===== config.mk =====
export PLATFORM = sky130hd
export DESIGN_NAME = lc3_control_unit
export DESIGN_NICKNAME = d
export VERILOG_FILES = /design/src/rtl/lc3_pkg.sv /design/src/rtl/lc3_wait_counter.sv /design/src/rtl/lc3_control_unit.sv
export SDC_FILE = /design/constraint.sdc
export NUM_CORES = 1
export LEC_CHECK = 0
export CAP_MARGIN = 15
export CORE_UTILIZATION = 40
export DETAILED_ROUTE_END_ITERATION = 6
export GPL_TIMING_DRIVEN = 0
export PLACE_DENSITY = 0.69
export SYNTH_ARGS = -nofsm -noshare
export SYNTH_HDL_FRONTEND = slang
export SYNTH_SLANG_ARGS = --single-unit
export TNS_END_PERCENT = 20

===== constraint.sdc =====
create_clock -name Clk -period 2.3 [get_ports Clk]
set_input_delay 0.23 -clock Clk [delete_from_list [all_inputs] [get_ports Clk]]
set_output_delay 0.23 -clock Clk [all_outputs]
set_load 0.05 [all_outputs]

===== src/rtl/lc3_pkg.sv =====
// Shared types for the LC-3 control unit: FSM state encoding, datapath
// mux/ALU select encodings and the opcode values the decoder dispatches on.
// No ports; imported by lc3_control_unit and its sub-modules.
package lc3_pkg;

  typedef enum logic [4:0] {
    ST_IDLE,
    ST_S18, ST_S33, ST_S35, ST_S32,
    ST_S01, ST_S05, ST_S09,
    ST_S00, ST_S22,
    ST_S12,
    ST_S04, ST_S21,
    ST_S06, ST_S25, ST_S27,
    ST_S07, ST_S23, ST_S16,
    ST_P1,  ST_P2
  } state_e;

  typedef enum logic [1:0] {PCMUX_PC1 = 2'b00, PCMUX_BUS = 2'b01, PCMUX_ADDER = 2'b10} pcmux_e;
  typedef enum logic [1:0] {ADDR2_ZERO = 2'b00, ADDR2_SEXT6 = 2'b01,
                            ADDR2_SEXT9 = 2'b10, ADDR2_SEXT11 = 2'b11} addr2mux_e;
  typedef enum logic [1:0] {ALUK_ADD = 2'b00, ALUK_AND = 2'b01,
                            ALUK_NOT = 2'b10, ALUK_PASSA = 2'b11} aluk_e;
  typedef enum logic {ADDR1_PC = 1'b0, ADDR1_SR1 = 1'b1} addr1mux_e;
  typedef enum logic {DRMUX_IR11_9 = 1'b0, DRMUX_R7 = 1'b1} drmux_e;
  typedef enum logic {SR1MUX_IR11_9 = 1'b0, SR1MUX_IR8_6 = 1'b1} sr1mux_e;
  typedef enum logic {SR2MUX_SR2 = 1'b0, SR2MUX_SEXT5 = 1'b1} sr2mux_e;

  typedef enum logic [3:0] {
    OP_BR    = 4'b0000,
    OP_ADD   = 4'b0001,
    OP_JSR   = 4'b0100,
    OP_AND   = 4'b0101,
    OP_LDR   = 4'b0110,
    OP_STR   = 4'b0111,
    OP_NOT   = 4'b1001,
    OP_JMP   = 4'b1100,
    OP_PAUSE = 4'b1101
  } opcode_e;

  // States that hold for MEM_WAIT cycles while the SRAM access completes.
  function automatic logic is_mem_wait(input state_e s);
    return (s == ST_S33) || (s == ST_S25) || (s == ST_S16);
  endfunction

endpackage


===== src/rtl/lc3_wait_counter.sv =====
// Down-counter that times multi-cycle SRAM states.
// Ports: load_i/load_val_i preset the count, dec_i steps it down,
// done_o is high while the count is zero. Async active-low reset clears it.
module lc3_wait_counter #(
  parameter int unsigned WIDTH = 2
) (
  input  logic             Clk,
  input  logic             Reset,
  input  logic             load_i,
  input  logic [WIDTH-1:0] load_val_i,
  input  logic             dec_i,
  output logic             done_o
);

  logic [WIDTH-1:0] count_q;

  always_ff @(posedge Clk or negedge Reset) begin
    if (!Reset) begin
      count_q <= '0;
    end else if (load_i) begin
      count_q <= load_val_i;
    end else if (dec_i && (count_q != '0)) begin
      count_q <= count_q - WIDTH'(1);
    end
  end

  assign done_o = (count_q == '0);

endmodule


===== src/rtl/lc3_control_unit.sv =====
// LC-3 Moore sequencing FSM: fetch / decode / execute, one instruction at a time.
// Inputs: Clk, Reset (async active-low), Run, Continue, Opcode, IR_5, BEN.
// Outputs: register loads, bus gates, mux/ALU selects, active-low SRAM strobes.
module lc3_control_unit
  import lc3_pkg::*;
#(
  parameter int unsigned MEM_WAIT = 3
) (
  input  logic       Clk,
  input  logic       Reset,
  input  logic       Run,
  input  logic       Continue,
  input  logic [3:0] Opcode,
  input  logic       IR_5,
  input  logic       BEN,
  output logic       LD_MAR,
  output logic       LD_MDR,
  output logic       LD_IR,
  output logic       LD_BEN,
  output logic       LD_CC,
  output logic       LD_REG,
  output logic       LD_PC,
  output logic       LD_LED,
  output logic       GatePC,
  output logic       GateMDR,
  output logic       GateALU,
  output logic       GateMARMUX,
  output logic       DRMUX,
  output logic       SR1MUX,
  output logic       SR2MUX,
  output logic       ADDR1MUX,
  output logic       MIO_EN,
  output logic [1:0] PCMUX,
  output logic [1:0] ADDR2MUX,
  output logic [1:0] ALUK,
  output logic       Mem_OE,
  output logic       Mem_WE
);

  localparam int unsigned CW = (MEM_WAIT > 1) ? $clog2(MEM_WAIT) : 1;

  state_e state_q, state_d;
  logic   cnt_done;
  logic   cnt_load;
  logic   cnt_dec;

  always_ff @(posedge Clk or negedge Reset) begin
    if (!Reset) state_q <= ST_IDLE;
    else        state_q <= state_d;
  end

  // Preset on entry to a wait state so the state lasts exactly MEM_WAIT cycles.
  assign cnt_load = is_mem_wait(state_d) && (state_d != state_q);
  assign cnt_dec  = is_mem_wait(state_q);

  lc3_wait_counter #(.WIDTH(CW)) u_wait (
    .Clk        (Clk),
    .Reset      (Reset),
    .load_i     (cnt_load),
    .load_val_i (CW'(MEM_WAIT - 1)),
    .dec_i      (cnt_dec),
    .done_o     (cnt_done)
  );

  always_comb begin
    state_d = state_q;
    unique case (state_q)
      ST_IDLE: if (Run) state_d = ST_S18;
      ST_S18:  state_d = ST_S33;
      ST_S33:  if (cnt_done) state_d = ST_S35;
      ST_S35:  state_d = ST_S32;
      ST_S32: begin
        case (Opcode)
          OP_ADD:   state_d = ST_S01;
          OP_AND:   state_d = ST_S05;
          OP_NOT:   state_d = ST_S09;
          OP_BR:    state_d = ST_S00;
          OP_JMP:   state_d = ST_S12;
          OP_JSR:   state_d = ST_S04;
          OP_LDR:   state_d = ST_S06;
          OP_STR:   state_d = ST_S07;
          OP_PAUSE: state_d = ST_P1;
          default:  state_d = ST_S18;  // unimplemented opcodes execute as NOP
        endcase
      end
      ST_S00:  state_d = BEN ? ST_S22 : ST_S18;
      ST_S04:  state_d = ST_S21;
      ST_S06:  state_d = ST_S25;
      ST_S25:  if (cnt_done) state_d = ST_S27;
      ST_S07:  state_d = ST_S23;
      ST_S23:  state_d = ST_S16;
      ST_S16:  if (cnt_done) state_d = ST_S18;
      ST_P1:   if (Continue) state_d = ST_P2;
      // Wait for button release so one press advances one instruction.
      ST_P2:   if (!Continue) state_d = ST_S18;
      ST_S01, ST_S05, ST_S09, ST_S22, ST_S12, ST_S21, ST_S27: state_d = ST_S18;
      default: state_d = ST_IDLE;
    endcase
  end

  always_comb begin
    LD_MAR = 1'b0; LD_MDR = 1'b0; LD_IR = 1'b0; LD_BEN = 1'b0;
    LD_CC = 1'b0; LD_REG = 1'b0; LD_PC = 1'b0; LD_LED = 1'b0;
    GatePC = 1'b0; GateMDR = 1'b0; GateALU = 1'b0; GateMARMUX = 1'b0;
    DRMUX = DRMUX_IR11_9; SR1MUX = SR1MUX_IR11_9; SR2MUX = SR2MUX_SR2;
    ADDR1MUX = ADDR1_PC; MIO_EN = 1'b0;
    PCMUX = PCMUX_PC1; ADDR2MUX = ADDR2_ZERO; ALUK = ALUK_ADD;
    Mem_OE = 1'b1; Mem_WE = 1'b1;
    unique case (state_q)
      ST_S18: begin GatePC = 1'b1; LD_MAR = 1'b1; PCMUX = PCMUX_PC1; LD_PC = 1'b1; end
      ST_S33, ST_S25: begin
        Mem_OE = 1'b0; MIO_EN = 1'b1;
        LD_MDR = cnt_done;  // capture read data only once the access has settled
      end
      ST_S35: begin GateMDR = 1'b1; LD_IR = 1'b1; end
      ST_S32: LD_BEN = 1'b1;
      ST_S01, ST_S05, ST_S09: begin
        SR1MUX = SR1MUX_IR8_6; SR2MUX = IR_5; DRMUX = DRMUX_IR11_9;
        GateALU = 1'b1; LD_REG = 1'b1; LD_CC = 1'b1;
        ALUK = (state_q == ST_S01) ? ALUK_ADD : (state_q == ST_S05) ? ALUK_AND : ALUK_NOT;
      end
      ST_S22: begin ADDR1MUX = ADDR1_PC; ADDR2MUX = ADDR2_SEXT9; PCMUX = PCMUX_ADDER; LD_PC = 1'b1; end
      ST_S12: begin
        SR1MUX = SR1MUX_IR8_6; ADDR1MUX = ADDR1_SR1; ADDR2MUX = ADDR2_ZERO;
        PCMUX = PCMUX_ADDER; LD_PC = 1'b1;
      end
      ST_S04: begin DRMUX = DRMUX_R7; GatePC = 1'b1; LD_REG = 1'b1; end
      ST_S21: begin ADDR1MUX = ADDR1_PC; ADDR2MUX = ADDR2_SEXT11; PCMUX = PCMUX_ADDER; LD_PC = 1'b1; end
      ST_S06, ST_S07: begin
        SR1MUX = SR1MUX_IR8_6; ADDR1MUX = ADDR1_SR1; ADDR2MUX = ADDR2_SEXT6;
        GateMARMUX = 1'b1; LD_MAR = 1'b1;
      end
      ST_S27: begin GateMDR = 1'b1; DRMUX = DRMUX_IR11_9; LD_REG = 1'b1; LD_CC = 1'b1; end
      // Store source register IR[11:9] passes through the ALU into MDR.
      ST_S23: begin SR1MUX = SR1MUX_IR11_9; ALUK = ALUK_PASSA; GateALU = 1'b1; MIO_EN = 1'b0; LD_MDR = 1'b1; end
      ST_S16: Mem_WE = 1'b0;
      ST_P1:  LD_LED = 1'b1;
      default: ;
    endcase
  end

endmodule


==> metrics <==
initial antenna violation count 0; cell area after synthesis 1190 um2; WP data required 2070 ps; compound-gate portion of the synthesized area 0.283; Pre-Repair DR Iteration Count 4; post-synth top area share 0.148; mux share of post-synthesis cell area 0.00948; Final Non-Filler Cells 234; Final Cell Area 1520 um2; power density over the cells 1330 nW/um2; Synth area leader dfrtp_1; Max Slew Vio Count 0; Setup CP Type flop to primary output; cell mode on critical path buf_2; adder-cell share of the synthesized area 0.0421; Post-DP HPWL 2710 um; Worst Setup Start Kind flop; number of global-route vias before repair 1221; number of cell rows 19; core region area 2780 um2; XOR/XNOR Fraction of Synth Area 0.0516; worst skew pair latency 240 ps; Final setup viols 0; cts bufs inserted 3; f_max 445 MHz; area delta synth->final 28.0%; total global routing overflow 0; Yosys reg bits 7; CTS Root Buffer Type clkbuf_4; Final min period 2250 ps; largest net degree at the start of global routing 11; CP Cell Sequence clkbuf_2 -> buf_2 -> or2_2 -> a21oi_1 -> and2_1 -> inv_1 -> buf_2; Avg Vias per Cell 5.79; ys flop type dfrtp_1; cts hold-fix bufs 0; Final Cycle Share 0.978; status finished clean; syn_nets 181; antenna cells 0; DR DRC count 0; CP Capture Type primary output; slew margin rel. 0.674; # port buffers 32; placed cell count 230; deepest clock path buffer count 2; max-cap violation count 0; clock sink total 7; CTS tree done; slowest CP cell dfrtp_1; Hold Crit Class input port to asynchronous set/reset pin; Synth Instances 167; Worst-path clk slew 50 ps; Layout Skew 0.250 ps; Tot GR Track Use 0.220; die area 3190 um2; Starting DRT DRC Count 45; first-pass GRT wire length 5700 um; routability cong. 0.929; worst-path maximum fanout 10; distinct cell type count after synthesis 52; commonest non-fill, non-tap cell in the layout nand2_1; EDFF count, synth 0; Avg Cell Area, Syn 7.11 um2; largest family of logic cells by synthesized area simple AND/OR/NAND/NOR gates; Final ANT Viol Nets 0; Setup TNS 0 ps; Die Span X 56.5 um; static leakage 0.698 nW; sequential share of the synthesized area 0.148; drt wl/cell 14.2 um; die height 56.5 um; Post-Synth Simple-Gate Area 0.340; Post-layout nets 218; WL final 3320 um; RSZ-0062 raised after global routing yes; commonest cells after routing, fill and taps aside 16 x nand2_1, 12 x inv_1, 11 x nor2_1, 11 x a21oi_1; Initial Util 0.427; placed cell area 1560 um2; fraction of layout cells with a size suffix above 1 0.271; Async SR Flop Fraction 1.00; VDD IR max 0.907 mV; routed vias 1355; Largest stage delay, worst path 450 ps; Worst EP arrival 2020 ps; Tightest Pin Transition 477 ps; warnings from Yosys 0; Power Total 2.02 mW; htree depth 1; Final Hold Vio Count 0; # IOs 35; largest cells by area after synthesis dfrtp_1 15%, nand2_1 5.1%, nor2b_1 4.7%, a21oi_1 4.6%, ha_1 4.2%
==> routing by layer <==
metal / track usage / routed length, um / up-vias
li1: - / - / 672
met1: 0.314 / 1500 / 636
met2: 0.360 / 1590 / 47
met3: 0.0346 / 226 / 0
met4: 0.0209 / 0 / 0
met5: 0 / 0 / -
==> worst max-delay path, delay by kind of cell, from the launching register on <==
kind,cells,cell delay (ps)
buffers and inverters,4,650
and+or+nand+nor,2,490
DFF,1,450
AOI/OAI and AO/OA,1,180
==> area by class of cell <==
type | count | area (um2)
fill | 291 | 1260
inverter | 13 | 48.8
sequential | 7 | 175
tap | 31 | 38.8
multi-input combinational | 131 | 885
clock buffer | 4 | 26.3
timing repair buffer | 32 | 243
buffer | 16 | 104
==> state kept, by name, summed over array words and instances (netlist names) <==
signal	cells
state_q	5
u_wait.count_q	2
==> per-stage QoR <==
| step | util | setup WS [ps] | hold slack [ps] |
|---|---|---|---|
| floorplan | - | -450 | -65.6 |
| global placement | 0.561 | -340 | 471 |
| detailed placement | 0.561 | -360 | 488 |
| CTS | 0.560 | 0.763 | 240 |
| global route | 0.547 | -78.7 | 247 |
| finish | 0.547 | 51.1 | 245 |
==> cell usage after synthesis, types with 3 or more instances <==
master,n
a21oi_1,11
a31oi_1,5
buf_2,5
buf_6,3
clkbuf_1,5
dfrtp_1,7
ha_1,4
inv_1,12
nand2_1,16
nand2b_1,4
nand3_1,3
nor2_1,12
nor2b_1,9
nor3_1,4
nor3b_1,3
nor4_1,4
o211ai_1,4
o21ai_0,8
o221ai_2,3
o22ai_1,3
xnor2_1,3
xor2_1,4
==> report_power, final <==
part / total (mW) / switching (mW) / internal (mW)
Combinational: 1.71 / 1.15 / 0.563
Sequential: 0.202 / 0.0290 / 0.173
Clock: 0.106 / 0.0397 / 0.0658
Total: 2.02 / 1.22 / 0.801
==> timing repair <==
action | 4_1_cts | 5_1_grt
endpoints found under the setup margin | 24 | 19
gates resized for setup | 71 | 31
setup buffers | 0 | 0
==> final timing paths <==
| check | startpoint | end | depth (start not counted) | slack [ps] |
|---|---|---|---|---|
| worst max-delay path | state_q[3] | Mem_OE | 7 | 50 |
| worst min-delay path | Reset | state_q[2] | 1 | 250 |
| worst max register to register | state_q[1] | u_wait.count_q[1] | 8 | 200 |
| worst min register to register | u_wait.count_q[1] | u_wait.count_q[1] | 2 | 510 |
| max in group asynchronous | Reset | u_wait.count_q[1] | 1 | 1820 |
| min in group Clk | u_wait.count_q[1] | u_wait.count_q[1] | 2 | 510 |
==> logic make-up (layout without fill, tap and decap cells) <==
group	Yosys count	count (layout)
AO/OA/AOI/OAI	46	46
multiplexers	1	1
adder cells (fa/ha/maj)	4	4
flip-flops	7	7
other	1	1
AND/OR/NAND/NOR	72	72
buffers and inverters	29	65
XOR/XNOR	7	7
Note: power is estimated with default switching activity, not from simulation.
